===== src/rtl/pixel_unpacker_pkg.sv =====
// Shared types and constants for the pixel unpacker: FSM state encoding,
// RGB byte-lane positions inside a 24-bit pixel word, and a lane selector.
package pixel_unpacker_pkg;

  typedef enum logic [3:0] {
    IDLE   = 4'd0,
    FETCH  = 4'd1,
    LATCH  = 4'd2,
    SEND_R = 4'd3,
    WAIT_R = 4'd4,
    SEND_G = 4'd5,
    WAIT_G = 4'd6,
    SEND_B = 4'd7,
    WAIT_B = 4'd8,
    DONE   = 4'd9
  } state_e;

  localparam int R_MSB = 23;
  localparam int G_MSB = 15;
  localparam int B_MSB = 7;

  // Extract the 8-bit lane whose top bit sits at position msb.
  function automatic logic [7:0] pick_byte(input logic [23:0] px, input int msb);
    return px[msb -: 8];
  endfunction

endpackage


===== src/rtl/pixel_unpacker.sv =====
// Pixel unpacker: pops 24-bit RGB words from a FIFO and streams them to a
// UART transmitter as three bytes (R, G, B), N_PIXELS pixels per frame.
module pixel_unpacker
  import pixel_unpacker_pkg::*;
#(
  parameter int N_PIXELS = 16384,
  parameter int CNT_W    = 15
) (
  input  logic        clk,
  input  logic        reset,
  input  logic        start,
  input  logic        fifo_empty,
  input  logic [23:0] fifo_dout,
  output logic        fifo_rd_en,
  input  logic        tx_busy,
  output logic        tx_start,
  output logic [7:0]  tx_data,
  output logic        busy,
  output logic        frame_done
);

  state_e             state_q, state_d;
  logic [CNT_W-1:0]   count_q, count_d;
  logic               resolve_q, resolve_d;
  logic [23:0]        pixel_q, pixel_d;
  logic [7:0]         tx_data_q, tx_data_d;
  logic               tx_start_q, tx_start_d;

  // State register plus counter, pixel and UART-side output registers
  always_ff @(posedge clk) begin
    if (!reset) begin
      state_q    <= IDLE;
      count_q    <= '0;
      resolve_q  <= 1'b0;
      pixel_q    <= '0;
      tx_data_q  <= '0;
      tx_start_q <= 1'b0;
    end else begin
      state_q    <= state_d;
      count_q    <= count_d;
      resolve_q  <= resolve_d;
      pixel_q    <= pixel_d;
      tx_data_q  <= tx_data_d;
      tx_start_q <= tx_start_d;
    end
  end

  // Next-state logic, including the pixel counter and the WAIT_B resolve phase
  always_comb begin
    state_d   = state_q;
    count_d   = count_q;
    resolve_d = 1'b0;
    unique case (state_q)
      IDLE: begin
        if (start) begin
          count_d = '0;
          state_d = FETCH;
        end
      end
      FETCH: begin
        // Stall here indefinitely while the FIFO is empty.
        if (!fifo_empty) state_d = LATCH;
      end
      LATCH:  state_d = SEND_R;
      SEND_R: if (!tx_busy) state_d = WAIT_R;
      // The WAIT cycle is the one in which the byte strobe is visible to the
      // UART; its busy flag lags the strobe, so it is not sampled here. The
      // following SEND state holds off until the transmitter is free.
      WAIT_R: state_d = SEND_G;
      SEND_G: if (!tx_busy) state_d = WAIT_G;
      WAIT_G: state_d = SEND_B;
      SEND_B: if (!tx_busy) state_d = WAIT_B;
      WAIT_B: begin
        // Guard cycle bumps the counter; the extra resolve cycle compares it.
        if (!resolve_q) begin
          count_d   = count_q + CNT_W'(1);
          resolve_d = 1'b1;
        end else if (count_q == CNT_W'(N_PIXELS)) begin
          state_d = DONE;
        end else begin
          state_d = FETCH;
        end
      end
      DONE:    state_d = IDLE;
      default: state_d = IDLE;
    endcase
  end

  // Datapath: capture the popped pixel and register the outgoing byte/strobe
  always_comb begin
    pixel_d    = pixel_q;
    tx_data_d  = tx_data_q;
    tx_start_d = 1'b0;
    unique case (state_q)
      LATCH: pixel_d = fifo_dout;
      SEND_R: begin
        if (!tx_busy) begin
          tx_start_d = 1'b1;
          tx_data_d  = pick_byte(pixel_q, R_MSB);
        end
      end
      SEND_G: begin
        if (!tx_busy) begin
          tx_start_d = 1'b1;
          tx_data_d  = pick_byte(pixel_q, G_MSB);
        end
      end
      SEND_B: begin
        if (!tx_busy) begin
          tx_start_d = 1'b1;
          tx_data_d  = pick_byte(pixel_q, B_MSB);
        end
      end
      default: begin
        pixel_d = pixel_q;
      end
    endcase
  end

  // Outputs decoded from the current state
  always_comb begin
    busy       = (state_q != IDLE);
    fifo_rd_en = (state_q == FETCH) && !fifo_empty;
    frame_done = (state_q == DONE);
    tx_start   = tx_start_q;
    tx_data    = tx_data_q;
  end

endmodule


===== config.mk =====
export PLATFORM = sky130hd
export DESIGN_NAME = pixel_unpacker
export DESIGN_NICKNAME = d
export VERILOG_FILES = /design/src/rtl/pixel_unpacker_pkg.sv /design/src/rtl/pixel_unpacker.sv
export SDC_FILE = /design/constraint.sdc
export NUM_CORES = 1
export LEC_CHECK = 0
export CAP_MARGIN = 20
export CORE_MARGIN = 2
export CORE_UTILIZATION = 48
export DETAILED_ROUTE_END_ITERATION = 16
export PLACE_DENSITY = 0.76
export SETUP_SLACK_MARGIN = 0.2
export SKIP_LAST_GASP = 1
export SLEW_MARGIN = 20
export SYNTH_ARGS = -nofsm -noshare
export SYNTH_HDL_FRONTEND = slang
export SYNTH_SLANG_ARGS = --single-unit

===== constraint.sdc =====
create_clock -name clk -period 1.9 [get_ports clk]
set_input_delay 0.38 -clock clk [delete_from_list [all_inputs] [get_ports clk]]
set_output_delay 0.38 -clock clk [all_outputs]
set_load 0.005 [all_outputs]

# Yosys cells after proc, flatten, opt, wreduce, memory -nomap -nowiden
# Index checks and enable logic that the tools add are counted.
# W data, S select, Z words.
[word_totals]
regBits = 53
latchBits = 0
mem_bits_rw = 0
rom_bits = 0
word_cells = 53
mem_count = 0
[classes]
add_sub_neg = 1
n_mul = 0
n_div = 0
magnitude_cmp = 0
n_eq_ne = 17
shifts = 0
n_mux = 17
n_bitwise = 0
n_reduce_logical = 12
[op_table]
columns = ["operator", "n"]
rows = [
  ["$pmux W4 S9", 1],
  ["$mux W15", 2],
  ["$pmux W15 S2", 1],
  ["$mux W4", 7],
  ["$mux W8", 3],
  ["$pmux W8 S3", 1],
  ["$eq A4 B3 Y1 const B", 4],
  ["$add A15 B1 Y15 const B", 1],
  ["$eq A15 B15 Y1 const B", 1],
  ["$ne A2 B2 Y1 const B", 7],
  ["$eq A4 B2 Y1 const B", 2],
  ["$eq A4 B4 Y1 const B", 2],
  ["$reduce_and A6 Y1", 1],
  ["$eq A4 B1 Y1 const B", 1],
  ["$logic_not A4 Y1", 1],
  ["$reduce_and A2 Y1", 2],
  ["$reduce_and A4 Y1", 1],
  ["$reduce_bool A4 Y1", 1],
  ["$reduce_and A3 Y1", 1],
  ["$reduce_bool A3 Y1", 1],
  ["$reduce_or A3 Y1", 1],
  ["$mux W1", 2],
  ["$reduce_bool A2 Y1", 1],
  ["$logic_and A1 B1 Y1", 1],
  ["$logic_not A1 Y1", 1],
]

# Depth between registers and ports, before layout
# Gate-level depths: netlist of run 1.
[depth]
depth_word = 4
ltp_mapped = 7
depth_no_buf = 6

# Least setup slack after synthesis of run 1
# OpenSTA, ideal clock, no wires.
[synth_path]
path_type = "register to register"
start = "register state_q[1]"
end = "register state_q[3]"
setup_ns = 0.079
t_arrival_ns = 1.533
required_ns = 1.821
path_slack_ns = 0.288
stages_incl_launch_ff = 6
path_cell_list = "dfxtp_1 > buf_6 > or4b_4 > nor4_2 > nand4_1 > a211oi_2"
[synth_between]
elab_chain_cells = 3
word_cells_on_any_way = 17
classes_between = "14 x eq/ne; 1 x mux; 2 x reduce/logical"
[synth_lines]
columns = ["item", "line_no", "text"]
rows = [
  ["start: declaration", "pixel_unpacker.sv:22", "state_e state_q, state_d;"],
  ["start signal: assignment", "pixel_unpacker.sv:39", "state_q <= state_d;"],
  ["$eq A4 B4 Y1, or another cell as far along", "pixel_unpacker.sv:53", "unique case (state_q)"],
  ["$ne A2 B2 Y1 (no line)", "n/a", ""],
  ["$reduce_and A6 Y1 (no line)", "n/a", ""],
]
# Parallel ways exist; a longest one is shown, timed or not.
# A chain may end at the register's enable or synchronous reset.

# Worst setup path after layout of run 1
[layout_path]
start = "register state_q[2]"
end = "output frame_done"
[layout_between]
elab_chain_cells = 1
[layout_lines]
columns = ["item", "line_no", "text"]
rows = [
  ["$eq A4 B4 Y1", "pixel_unpacker.sv:124", "frame_done = (state_q == DONE);"],
  ["end: declaration", "pixel_unpacker.sv:19", "output logic frame_done"],
]
# No other way between the ends.

==> out/metrics.csv, run 1 <==
stage,metric,value,unit
status,status,completed,
clock_tree,numCtsBuffers,5,
placed_design,io_buffers,40,
die,die_w,75.3,um
placed_design,place.gp.congestion,0.884,
timing,fin_skew,0.0126,ns
logic_synthesis,yosysWarnings,0,
global_route,grt_pass1_wl,8880,um
logic_synthesis,synthTopCellsByCount,"nand2_1, dfxtp_1, a21boi_1, nor2_1, a21oi_1",
placed_design,dpl.hpwl,3740,um
pwr,power_density,771,mW/mm^2
die,ios,41,
clock_tree,path_clk_slew,0.10,ns
timing,tightest_slew,0.354,ns
worst_setup_path,rrSetupSlack,0.21,ns
final_layout,area_growth,32.8,%
routing,first_pass_iters,5,
die,rows,25,
final_layout,nNetsFinal,372,
global_route,grt_pass1_vias,1967,
min_path,hp-class,reg -> reg,
global_route,grt-ovfl-total,0,
routing,drt-total-wl,5430,um
routing,via_per_inst,5.23,
logic_synthesis,synth_enable_flop_cells,0,
min_path,hp-start,tx_data[3],
routing,ant_nets,0,
logic_synthesis,ys.flop_type,dfxtp_1,
routing,routedWlPerCell,13.3,um
global_route,track_usage,20.6,%
worst_setup_path,cp_max_fo,4,
final_layout,fin_util,67.2,%
routing,drt_iter0_drc,94,
logic_synthesis,syn_area,0.00244,mm^2
die,core,0.00482,mm^2
die,dieHeight,75.3,um
worst_setup_path,r2r-start,state_q[2],
clock_tree,cts_tree,done,
final_layout,n_antenna_cell,0,
clock_tree,clock_sinks,53,
pwr,power.total,2.50,mW
logic_synthesis,synth_most_common_cell,nand2_1,
die,initial_core_util,50.6,%
routing,vias,2140,
worst_setup_path,cp-startpoint,state_q[2],
logic_synthesis,synth.distinct_cells,40,
worst_setup_path,path_class,reg -> out,
clock_tree,worstSkewPairLatency,0.31,ns
logic_synthesis,ys_seq_elements,53,
pwr,power_leakage,1.12,nW
logic_synthesis,syn_nets,317,
global_route,grt_start_max_net_pins,25,
timing,clock.fmax,0.586,GHz
logic_synthesis,yosys.area.top_type,dfxtp_1,
final_layout,drive_above_1_share,14.9,%
timing,maxSlewHeadroom,76.3,%
final_layout,seqCellArea,0.00107,mm^2
worst_setup_path,cp-end-kind,output pin,
pwr,irDropWorstVdd,0.000480,V
worst_setup_path,reg2reg_depth,5,
timing,rsz0062_at_grt,yes,
timing,fin_crit,1.71,ns
timing,hold_violations,0,
clock_tree,htree_levels,2,
logic_synthesis,synth_top_area_share,43.5,%
logic_synthesis,ys_seq_area_share,43.5,%
routing,remaining_drc_errors,0,
logic_synthesis,synth.avg_cell_area,8.53,um^2
flow_run,max_cap_viol_count,0,
global_route,antenna_found_initial,0,
clock_tree,cts_hold_buf,0,
clock_tree,clockRootBuffer,clkbuf_8,
clock_tree,cts_max_path_buffers,2,
worst_setup_path,cp.required,1.52,ns
final_layout,final.fill_count,423,
worst_setup_path,crit_arrival,1.33,ns
logic_synthesis,syn_inst,286,
die,dieArea,0.00567,mm^2
timing,post-route-period-util,89.8,%
worst_setup_path,setup.worst_path.end,frame_done,
timing,setup_viol,0,
worst_setup_path,startpoint_type,flip-flop,
worst_setup_path,r2r_end,count_q[14],
timing,slew_violations,0,
final_layout,multi_input_area,0.00134,mm^2
logic_synthesis,async_reset_ff_share,0,%
logic_synthesis,synth.area.top_cells,"dfxtp_1, nand2_1, a21boi_1",
stage by stage:
step	cell area [um^2]	setup slack [ns]	setup TNS, ns	hold slack [ns]	instances
after floorplan	2440	0.288	0	0.433	286
after global placement	2960	-0.112	-0.611	0.439	392
after detailed placement	2960	-0.164	-0.893	0.445	392
after CTS	3170	0.116	0	0.458	406
after global routing	3240	0.146	0	0.470	409
final	3240	0.193	0	0.454	409
worst max-delay path: stages (launching register included):
cell	delay [ns]
dfxtp_4	0.38
buf_4	0.14
nor2_4	0.09
and3_1	0.18
dlygate4sd2_1	0.23
placed cells by master (no fill, tap or decap), types with 7 or more instances in the layout:
cell type        synthesis  layout
buf_4                    0      21
nand2_1                 70      70
o21ai_1                  5       7
nor2_1                  14      13
dfxtp_1                 53      49
a21boi_1                32      32
mux2i_1                  9       9
a21oi_1                 11       9
clkdlybuf4s50_1          0      37
or3_1                    9       8
o211ai_1                 9       9
how the worst min path moves through the flow:
stage | to | slack, ns | cells after the start
after CTS | pixel_q[8] | 0.46 | 2
after global routing | pixel_q[8] | 0.47 | 2
after global placement | pixel_q[9] | 0.44 | 2
final | tx_data[3] | 0.45 | 2
after detailed placement | pixel_q[9] | 0.45 | 2
after floorplan | resolve_q | 0.43 | 1
final cells by class:
| cell class | count | area share [%] |
|---|---|---|
| Clock buffer | 5 | 2.13 |
| Sequential cell | 53 | 33.2 |
| Inverter | 5 | 0.580 |
| Timing Repair Buffer | 64 | 18.0 |
| Multi-Input combinational cell | 212 | 41.5 |
| Clock inverter | 3 | 2.01 |
| Tap cell | 67 | 2.59 |
cells by family (layout without fill, tap and decap cells):
group	Yosys count	after routing	synth area share, %
adder cells (fa/ha/maj)	2	2	1.03
buffers and inverters	21	77	4.05
flip-flops	53	53	43.5
XOR/XNOR	7	7	2.51
AO/OA/AOI/OAI	71	71	20.6
multiplexers	9	9	3.69
AND/OR/NAND/NOR	123	123	24.6
sequential cells by signal (all words and copies together), names as in the netlist:
name,cells
count_q,15
state_q,4
tx_start,1
tx_data,8
pixel_q,24
resolve_q,1
where the power goes:
| part | switching, mW | leakage (nW) | internal [mW] |
|---|---|---|---|
| registers | 0.0338 | 0.431 | 1.16 |
| clock network | 0.368 | 0.0681 | 0.523 |
| logic | 0.203 | 0.617 | 0.213 |
| total | 0.605 | 1.12 | 1.89 |
routing by layer:
layer | up-vias | GRT usage [%] | routed length, um
met2 | 40 | 34.7 | 2680
met3 | 7 | 5.62 | 197
li1 | 1102 | - | -
met5 | - | 0 | 0
met4 | 0 | 7.02 | 66
met1 | 991 | 25.4 | 2490
repair_timing:
| action | CTS | global route |
|---|---|---|
| buffers inserted | 6 | 3 |
| resized for setup | 15 | 14 |
| pin swaps | 4 | 7 |
| endpoints found under the setup margin | 8 | 9 |
(Power assumes the default switching activity.)
==> run 2: changes to the inputs <==
Settings changed: ABC_AREA set to 0.
==> results of run 2 <==
Same layout as run 1: the final DEF is identical, and so are final timing and power.
